**config.mk**
```make
export PLATFORM = sky130hd
export DESIGN_NAME = muldiv_unit
export DESIGN_NICKNAME = d
export VERILOG_FILES = /design/src/rtl/muldiv_unit.sv
export SDC_FILE = /design/constraint.sdc
export NUM_CORES = 2
export LEC_CHECK = 0
export BUFFER_PORTS_ARGS = -buffer_cell sky130_fd_sc_hd__buf_2
export CAP_MARGIN = 25
export CORE_MARGIN = 4
export CORE_UTILIZATION = 60
export CTS_CLUSTER_SIZE = 12
export DETAILED_ROUTE_END_ITERATION = 8
export PLACE_DENSITY = 0.74
export SYNTH_ARGS = -nofsm -noshare
export SYNTH_HDL_FRONTEND = slang
export SYNTH_SLANG_ARGS = --single-unit
```
**constraint.sdc**
```tcl
create_clock -name clk -period 14.5 [get_ports clk]
set_input_delay 2.9 -clock clk [delete_from_list [all_inputs] [get_ports clk]]
set_output_delay 2.9 -clock clk [all_outputs]
set_load 0.01 [all_outputs]
```
**src/rtl/muldiv_unit.sv**
```systemverilog
// Sequential unsigned multiply/divide unit owning the HI/LO registers.
// MULTU takes one cycle; DIVU runs a restoring shift-subtract loop.
module muldiv_unit #(
  parameter int DATA_WIDTH = 32
) (
  input  logic                  clk,
  input  logic                  rst,
  input  logic                  start,
  input  logic [1:0]            op,
  input  logic [DATA_WIDTH-1:0] a,
  input  logic [DATA_WIDTH-1:0] b,
  input  logic                  hilo_rd,
  output logic [DATA_WIDTH-1:0] hi,
  output logic [DATA_WIDTH-1:0] lo,
  output logic                  busy,
  output logic                  done,
  output logic                  stall,
  output logic                  div_zero
);

  localparam int W  = DATA_WIDTH;
  localparam int CW = $clog2(W);
  localparam logic [CW-1:0] LAST = CW'(W - 1);

  typedef enum logic [1:0] {
    S_IDLE,
    S_MUL,
    S_DIV,
    S_COMMIT
  } state_e;

  state_e        state_q, state_d;
  logic [CW-1:0] cnt_q, cnt_d;
  logic [W-1:0]  a_q, a_d;
  logic [W-1:0]  b_q, b_d;
  logic [W-1:0]  quo_q, quo_d;
  logic [W:0]    rem_q, rem_d;
  logic [W-1:0]  hi_q, hi_d;
  logic [W-1:0]  lo_q, lo_d;
  logic          done_q, done_d;
  logic          dz_q, dz_d;

  logic          accept;
  logic [2*W-1:0] prod;
  logic [W+1:0]  shift_rem;
  logic [W+1:0]  diff;
  logic          borrow;

  assign accept = start & (state_q == S_IDLE) & ~op[1];

  assign prod = (2*W)'(a_q) * (2*W)'(b_q);

  // Extra top bit makes the borrow of the trial subtraction explicit.
  assign shift_rem = {rem_q, quo_q[W-1]};
  assign diff      = shift_rem - {2'b00, b_q};
  assign borrow    = diff[W+1];

  always_comb begin
    state_d = state_q;
    cnt_d   = cnt_q;
    a_d     = a_q;
    b_d     = b_q;
    quo_d   = quo_q;
    rem_d   = rem_q;
    hi_d    = hi_q;
    lo_d    = lo_q;
    dz_d    = dz_q;
    done_d  = 1'b0;
    unique case (state_q)
      S_IDLE: begin
        if (accept) begin
          a_d   = a;
          b_d   = b;
          quo_d = a;
          rem_d = '0;
          cnt_d = '0;
          dz_d  = 1'b0;
          if (!op[0])
            state_d = S_MUL;
          else if (b == '0)
            state_d = S_COMMIT;
          else
            state_d = S_DIV;
        end
      end
      S_MUL: begin
        hi_d    = prod[2*W-1:W];
        lo_d    = prod[W-1:0];
        done_d  = 1'b1;
        state_d = S_IDLE;
      end
      S_DIV: begin
        rem_d = borrow ? shift_rem[W:0] : diff[W:0];
        quo_d = {quo_q[W-2:0], ~borrow};
        cnt_d = cnt_q + 1'b1;
        if (cnt_q == LAST)
          state_d = S_COMMIT;
      end
      S_COMMIT: begin
        if (b_q == '0) begin
          hi_d = a_q;
          lo_d = '1;
          dz_d = 1'b1;
        end else begin
          hi_d = rem_q[W-1:0];
          lo_d = quo_q;
        end
        done_d  = 1'b1;
        state_d = S_IDLE;
      end
      default: state_d = S_IDLE;
    endcase
  end

  always_ff @(posedge clk or posedge rst) begin
    if (rst) begin
      state_q <= S_IDLE;
      cnt_q   <= '0;
      a_q     <= '0;
      b_q     <= '0;
      quo_q   <= '0;
      rem_q   <= '0;
      hi_q    <= '0;
      lo_q    <= '0;
      done_q  <= 1'b0;
      dz_q    <= 1'b0;
    end else begin
      state_q <= state_d;
      cnt_q   <= cnt_d;
      a_q     <= a_d;
      b_q     <= b_d;
      quo_q   <= quo_d;
      rem_q   <= rem_d;
      hi_q    <= hi_d;
      lo_q    <= lo_d;
      done_q  <= done_d;
      dz_q    <= dz_d;
    end
  end

  assign hi       = hi_q;
  assign lo       = lo_q;
  assign busy     = (state_q != S_IDLE);
  assign done     = done_q;
  assign div_zero = dz_q;
  assign stall    = hilo_rd & busy;

endmodule

```
Word level (Yosys, flattened, before mapping)
Index checks and enable logic that the tools add are counted.
{ "op_classes": {"n_addsub": 2, "multipliers": 1, "n_eq_ne": 7, "n_mux": 20, "bitwise": 5, "reduce_logical": 12} }
{ "ops": {"columns": ["operator", "n"], "rows": [
  ["32-bit case mux with 2 select lines", 3],
  ["32-bit two-way mux", 3],
  ["33-bit two-way mux", 2],
  ["33-bit case mux with 2 select lines", 1],
  ["32-bit logical NOT", 2],
  ["32-bit by 32-bit multiplier with 64-bit output", 1],
  ["34-bit by 32-bit subtractor with 34-bit output", 1],
  ["5-bit case mux with 2 select lines", 1],
  ["2-bit nonzero test", 4],
  ["2-bit two-way mux", 3],
  ["2-bit != test, second input constant", 3],
  ["2-bit case mux with 3 select lines", 1],
  ["2-bit AND reduction", 3],
  ["5-bit by 1-bit adder with 5-bit output, second input constant", 1],
  ["5-bit equality test, second input constant", 1],
  ["5-bit two-way mux", 1],
  ["2-bit equality test, second input constant", 2],
  ["1-bit two-way mux", 4],
  ["1-bit bitwise AND", 3],
  ["3-bit AND reduction", 1],
  ["2-bit by 1-bit equality test with 1-bit output, second input constant", 1],
  ["2-bit logical NOT", 1],
  ["1-bit inverter", 2],
  ["1-bit case mux with 2 select lines", 1],
  ["2-bit OR reduction", 1]
]} }
{ "totals": {"regBits": 202, "wordCells": 57} }

Logic depth before layout (Yosys ltp)
{ "depth": {"ltp_word": 5, "mapped_depth": 29, "depth_no_buf": 27} }

Worst setup path after synthesis
OpenSTA, ideal clock, no wires.
{ "synth_timing": {"path_kind": "register to register", "start": "register b_q[2]", "end": "register hi_q[31], in the netlist hi[31]", "setup_ns": 0.124, "arrival_ns": 7.468, "required_ns": 14.376, "slack_ns": 6.908, "stages_incl_launch_ff": 27, "synth_period_minus_slack_ns": 7.592, "path_cell_list": "dfrtp_1 -> clkbuf_1 -> and2_1 -> fa_1 -> inv_1 -> fa_1 -> fa_1 -> fa_1 -> inv_1 -> fa_1 -> inv_1 -> fa_1 -> inv_1 -> fa_1 -> fa_1 -> ha_1 -> and3_1 -> nand2_1 -> or3b_1 -> o211ai_1 -> a31o_4 -> o21ai_4 -> o311a_4 -> o41ai_4 -> a221o_1 -> a2111oi_2 -> a211o_1"} }
{ "synth_via": {"elab_chain_len": 3, "word_cells_on_any_way": 4} }
{ "synth_rtl": {"columns": ["item", "line_no", "source"], "rows": [
  ["start, declared", "35", "logic [W-1:0] b_q, b_d;"],
  ["start signal, assigned", "120", "b_q <= '0;"],
  ["start signal, assigned", "131", "b_q <= b_d;"],
  ["branches (longest 2 deep; another with 32-bit by 32-bit multiplier with 64-bit output)", null, null],
  ["32-bit case mux with 2 select lines *", "69", "unique case (state_q)"],
  ["end signal, assigned", "134", "hi_q <= hi_d;"],
  ["end, declared", "38", "logic [W-1:0] hi_q, hi_d;"]
]} }
Mark *: on every way between the ends.
A chain may end at the register's enable or synchronous reset.

Final worst setup path
{ "layout_timing": {"start": "register a_q[21]", "end": "register hi_q[31], in the netlist hi[31]"} }
{ "layout_via": {"elab_chain_len": 2} }
{ "layout_rtl": {"columns": ["item", "line_no", "source"], "rows": [
  ["start, declared", "34", "logic [W-1:0] a_q, a_d;"],
  ["start signal, assigned", "119", "a_q <= '0;"],
  ["start signal, assigned", "130", "a_q <= a_d;"],
  ["32-bit by 32-bit multiplier with 64-bit output", "51", "assign prod = (2*W)'(a_q) * (2*W)'(b_q);"],
  ["32-bit case mux with 2 select lines", "69", null]
]} }
No other way between the ends.

==> impl_metrics.json <==
{
  "die_height_um": 278,
  "max_freq_mhz": 118,
  "post_cts_resize_count": 0,
  "ys_types": 67,
  "synth.top_cells.by_count": "sky130_fd_sc_hd__inv_1 (931), sky130_fd_sc_hd__fa_1 (897), sky130_fd_sc_hd__nand2_1 (733)",
  "path_max_fanout": 19,
  "timing.critical_path.required_ns": 14.90,
  "crit_arrival_ns": 8.89,
  "post_synth_inst_count": 4853,
  "setup_tns_ns": 0,
  "routed.top_layer": "met5",
  "hold_path_depth": 2,
  "route.met3.wl_um": 12400,
  "drt.antenna.violating_nets": 0,
  "slew_viol_final": 0,
  "synth_edf_count": 0,
  "endpoint_kind": "flop",
  "worst_slew_margin_rel": 0.318,
  "finalSetupViolCount": 0,
  "vias": 33800,
  "worstReg2RegEnd": "hi[31]",
  "antenna_found_initial": 7,
  "hpwl_dp_um": 96300,
  "clock_tree_root_driver_cell": "sky130_fd_sc_hd__clkbuf_16",
  "postSynthNetCount": 6117,
  "postCtsHoldBufs": 0,
  "ff2ff_setup_slack_ns": 6.02,
  "number_of_sinks_driven_by_the_clock_tree": 202,
  "drtIter0Drc": 2978,
  "core_region_area_um2": 71900,
  "buffers_inserted_during_post_cts_setup_optimization": 0,
  "synthesis.area_um2": 43600,
  "synthMostInstantiatedCell": "sky130_fd_sc_hd__inv_1",
  "async_reset_ff_frac": 1.00,
  "worst_clock_skew_ns": 0.0242,
  "drt-vias-per-instance": 5.84,
  "clk_pin_slew_worst_paths_ns": 0.07,
  "cp-start-kind": "flop",
  "grt_overflow_total": 0,
  "rr_worst_depth": 24,
  "yosys_register_bits": 202,
  "synth.top_cell.area_share": 0.411,
  "synth.avg_cell_area_um2": 8.99,
  "timing.critical_path.from": "a_q[21]",
  "grt_pass1_vias": 36700,
  "avgRoutedWirePerCell_um": 21.9,
  "design.die.area_um2": 77100,
  "wl_met1_um": 48300,
  "drt-total-wl_um": 126000,
  "outcome": "finished clean",
  "post_synth_main_area_contributors": "sky130_fd_sc_hd__fa_1 (41%), sky130_fd_sc_hd__dfrtp_1 (12%), sky130_fd_sc_hd__and2_1 (8.6%)",
  "timing.hold.worst.start": "a_q[6]",
  "final_layout_size_suffix_gt1_frac": 0.0611,
  "wl_met2_um": 59400,
  "clk-insertion-delay-late_ns": 0.54,
  "min-delay-path-class": "reg2reg",
  "synth_top_flop_cell": "sky130_fd_sc_hd__dfrtp_1",
  "finalWeightedCongestion": 0.969,
  "synth_largest_area_cell": "sky130_fd_sc_hd__fa_1",
  "grt_max_degree": 128,
  "boundaryPins": 138,
  "yosys_warnings": 0,
  "quantity_of_i_o_buffers_inserted_on_ports": 137,
  "grt_setup_unrepaired": "no",
  "synthToLayoutAreaGrowth_pct": 5.08,
  "crit_type": "reg2reg",
  "wire_length_of_the_first_global_routing_pass_um": 205000,
  "period_share": 0.585,
  "nets": 6074,
  "cts_inserted_buffers": 24,
  "cts_tree": "yes",
  "grt_use_total": 0.337,
  "min_to": "a_q[6]",
  "firstDrtPassIters": 5,
  "r2r_start": "a_q[21]",
  "initial_core_util": 0.607,
  "ctsLongestPathBuffers": 3,
  "drc_violation_count_after_routing": 0,
  "drv_cap": 0,
  "yosysSeqAreaShare": 0.116,
  "report.final.hold_viol_count": 0,
  "dieWidth_um": 278,
  "worst_slew_pin_slew_ns": 1.02,
  "period_needed_ns": 8.48,
  "placement_row_count": 98,
  "clock_tree.htree_level_count": 1,
  "final_core_util": 0.638
}
state kept, by name, summed over array words and instances, names as in the netlist:
signal,cells
quo_q,32
hi,32
done,1
cnt_q,5
div_zero,1
rem_q,33
a_q,32
state_q,2
b_q,32
lo,32
worst max path at each step:
| stage | slack [ns] | endpoint | depth (start not counted) |
|---|---|---|---|
| after global routing | 5.77 | hi[31] | 24 |
| final | 6.02 | hi[31] | 24 |
| after CTS | 6.05 | hi[18] | 22 |
| after detailed placement | 6.12 | hi[31] | 24 |
| after floorplan | 6.09 | a_q[0] | 1 |
| after global placement | 6.24 | hi[18] | 22 |
cell type report:
cell class	count	area, µm²
inverters	932	3510
clock inverters	8	60.1
repair buffers	215	1290
flip-flops and latches	202	5070
clock buffers	36	686
multi-input cells	3435	34100
diodes	2	5.00
fillers	6114	26000
well taps	950	1190
metrics by stage:
stage	std cells	hold slack [ns]	setup WS [ns]	instance area (µm²)
finish	5780	0.479	6.02	45900
floorplan	4853	0.465	6.09	43600
detailed placement	5732	0.466	6.12	45100
CTS	5776	0.481	6.05	45800
global route	5778	0.506	5.77	45900
global placement	5731	0.460	6.24	45100
critical path, cell delays in order (launching register included):
cell                        delay (ns)
sky130_fd_sc_hd__dfrtp_1          0.72
sky130_fd_sc_hd__buf_4            0.41
sky130_fd_sc_hd__and2_1           0.21
sky130_fd_sc_hd__fa_1             0.42
sky130_fd_sc_hd__inv_1            0.09
sky130_fd_sc_hd__fa_1             0.43
sky130_fd_sc_hd__fa_1             0.49
sky130_fd_sc_hd__fa_1             0.55
sky130_fd_sc_hd__inv_1            0.05
sky130_fd_sc_hd__fa_1             0.48
sky130_fd_sc_hd__fa_1             0.58
sky130_fd_sc_hd__fa_1             0.43
sky130_fd_sc_hd__fa_1             0.45
sky130_fd_sc_hd__ha_1             0.43
sky130_fd_sc_hd__and3_1           0.23
sky130_fd_sc_hd__nand2_1          0.09
sky130_fd_sc_hd__or3b_1           0.36
sky130_fd_sc_hd__o211ai_1         0.12
sky130_fd_sc_hd__a31o_4           0.18
sky130_fd_sc_hd__o21ai_4          0.11
sky130_fd_sc_hd__o311a_4          0.42
sky130_fd_sc_hd__o41ai_4          0.48
sky130_fd_sc_hd__a221o_1          0.27
sky130_fd_sc_hd__a2111oi_2        0.08
sky130_fd_sc_hd__a211o_1          0.25
cell usage in the layout (no fill, tap or decap), types with 9 or more instances in the layout:
cell,count
sky130_fd_sc_hd__o21ai_0,174
sky130_fd_sc_hd__xor2_1,31
sky130_fd_sc_hd__inv_1,930
sky130_fd_sc_hd__o21a_1,11
sky130_fd_sc_hd__o221ai_1,12
sky130_fd_sc_hd__clkbuf_16,24
sky130_fd_sc_hd__a21o_1,43
sky130_fd_sc_hd__and3_1,16
sky130_fd_sc_hd__nand3_1,74
sky130_fd_sc_hd__xnor2_1,48
sky130_fd_sc_hd__nor2b_1,14
sky130_fd_sc_hd__nor3_1,13
sky130_fd_sc_hd__and2_1,599
sky130_fd_sc_hd__mux2_2,9
sky130_fd_sc_hd__buf_4,77
sky130_fd_sc_hd__nand2_1,733
sky130_fd_sc_hd__a22o_1,22
sky130_fd_sc_hd__o21bai_1,16
sky130_fd_sc_hd__buf_2,137
sky130_fd_sc_hd__nand4_1,24
sky130_fd_sc_hd__ha_1,297
sky130_fd_sc_hd__fa_1,897
sky130_fd_sc_hd__mux2i_1,34
sky130_fd_sc_hd__dfrtp_1,193
sky130_fd_sc_hd__nor4_1,17
sky130_fd_sc_hd__a21oi_1,114
sky130_fd_sc_hd__o311ai_0,12
sky130_fd_sc_hd__a31oi_1,17
sky130_fd_sc_hd__or3_1,20
sky130_fd_sc_hd__nand2b_1,13
sky130_fd_sc_hd__o211ai_1,26
sky130_fd_sc_hd__nor2_1,73
cell families (layout without fill, tap and decap cells):
| group | Yosys count | after routing | synth area share |
|---|---|---|---|
| adders and majority gates | 1194 | 1194 | 0.497 |
| other | 0 | 2 | 0 |
| and+or+nand+nor | 1615 | 1615 | 0.183 |
| DFF | 202 | 202 | 0.116 |
| xor gates and xnor gates | 80 | 80 | 0.0161 |
| muxes | 43 | 43 | 0.0101 |
| buffers and inverters | 1216 | 1191 | 0.105 |
| AOI/OAI and AO/OA | 503 | 503 | 0.0736 |
layer usage:
layer / track usage / vias up
met2: 0.551 / 1585
met4: 0.130 / 6
met3: 0.0658 / 331
met1: 0.450 / 17200
met5: 0 / -
li1: - / 14600
Power is left out: the tool's default activity adds up to more than one toggle a clock period on the data nets, which glitch-free logic cannot reach.
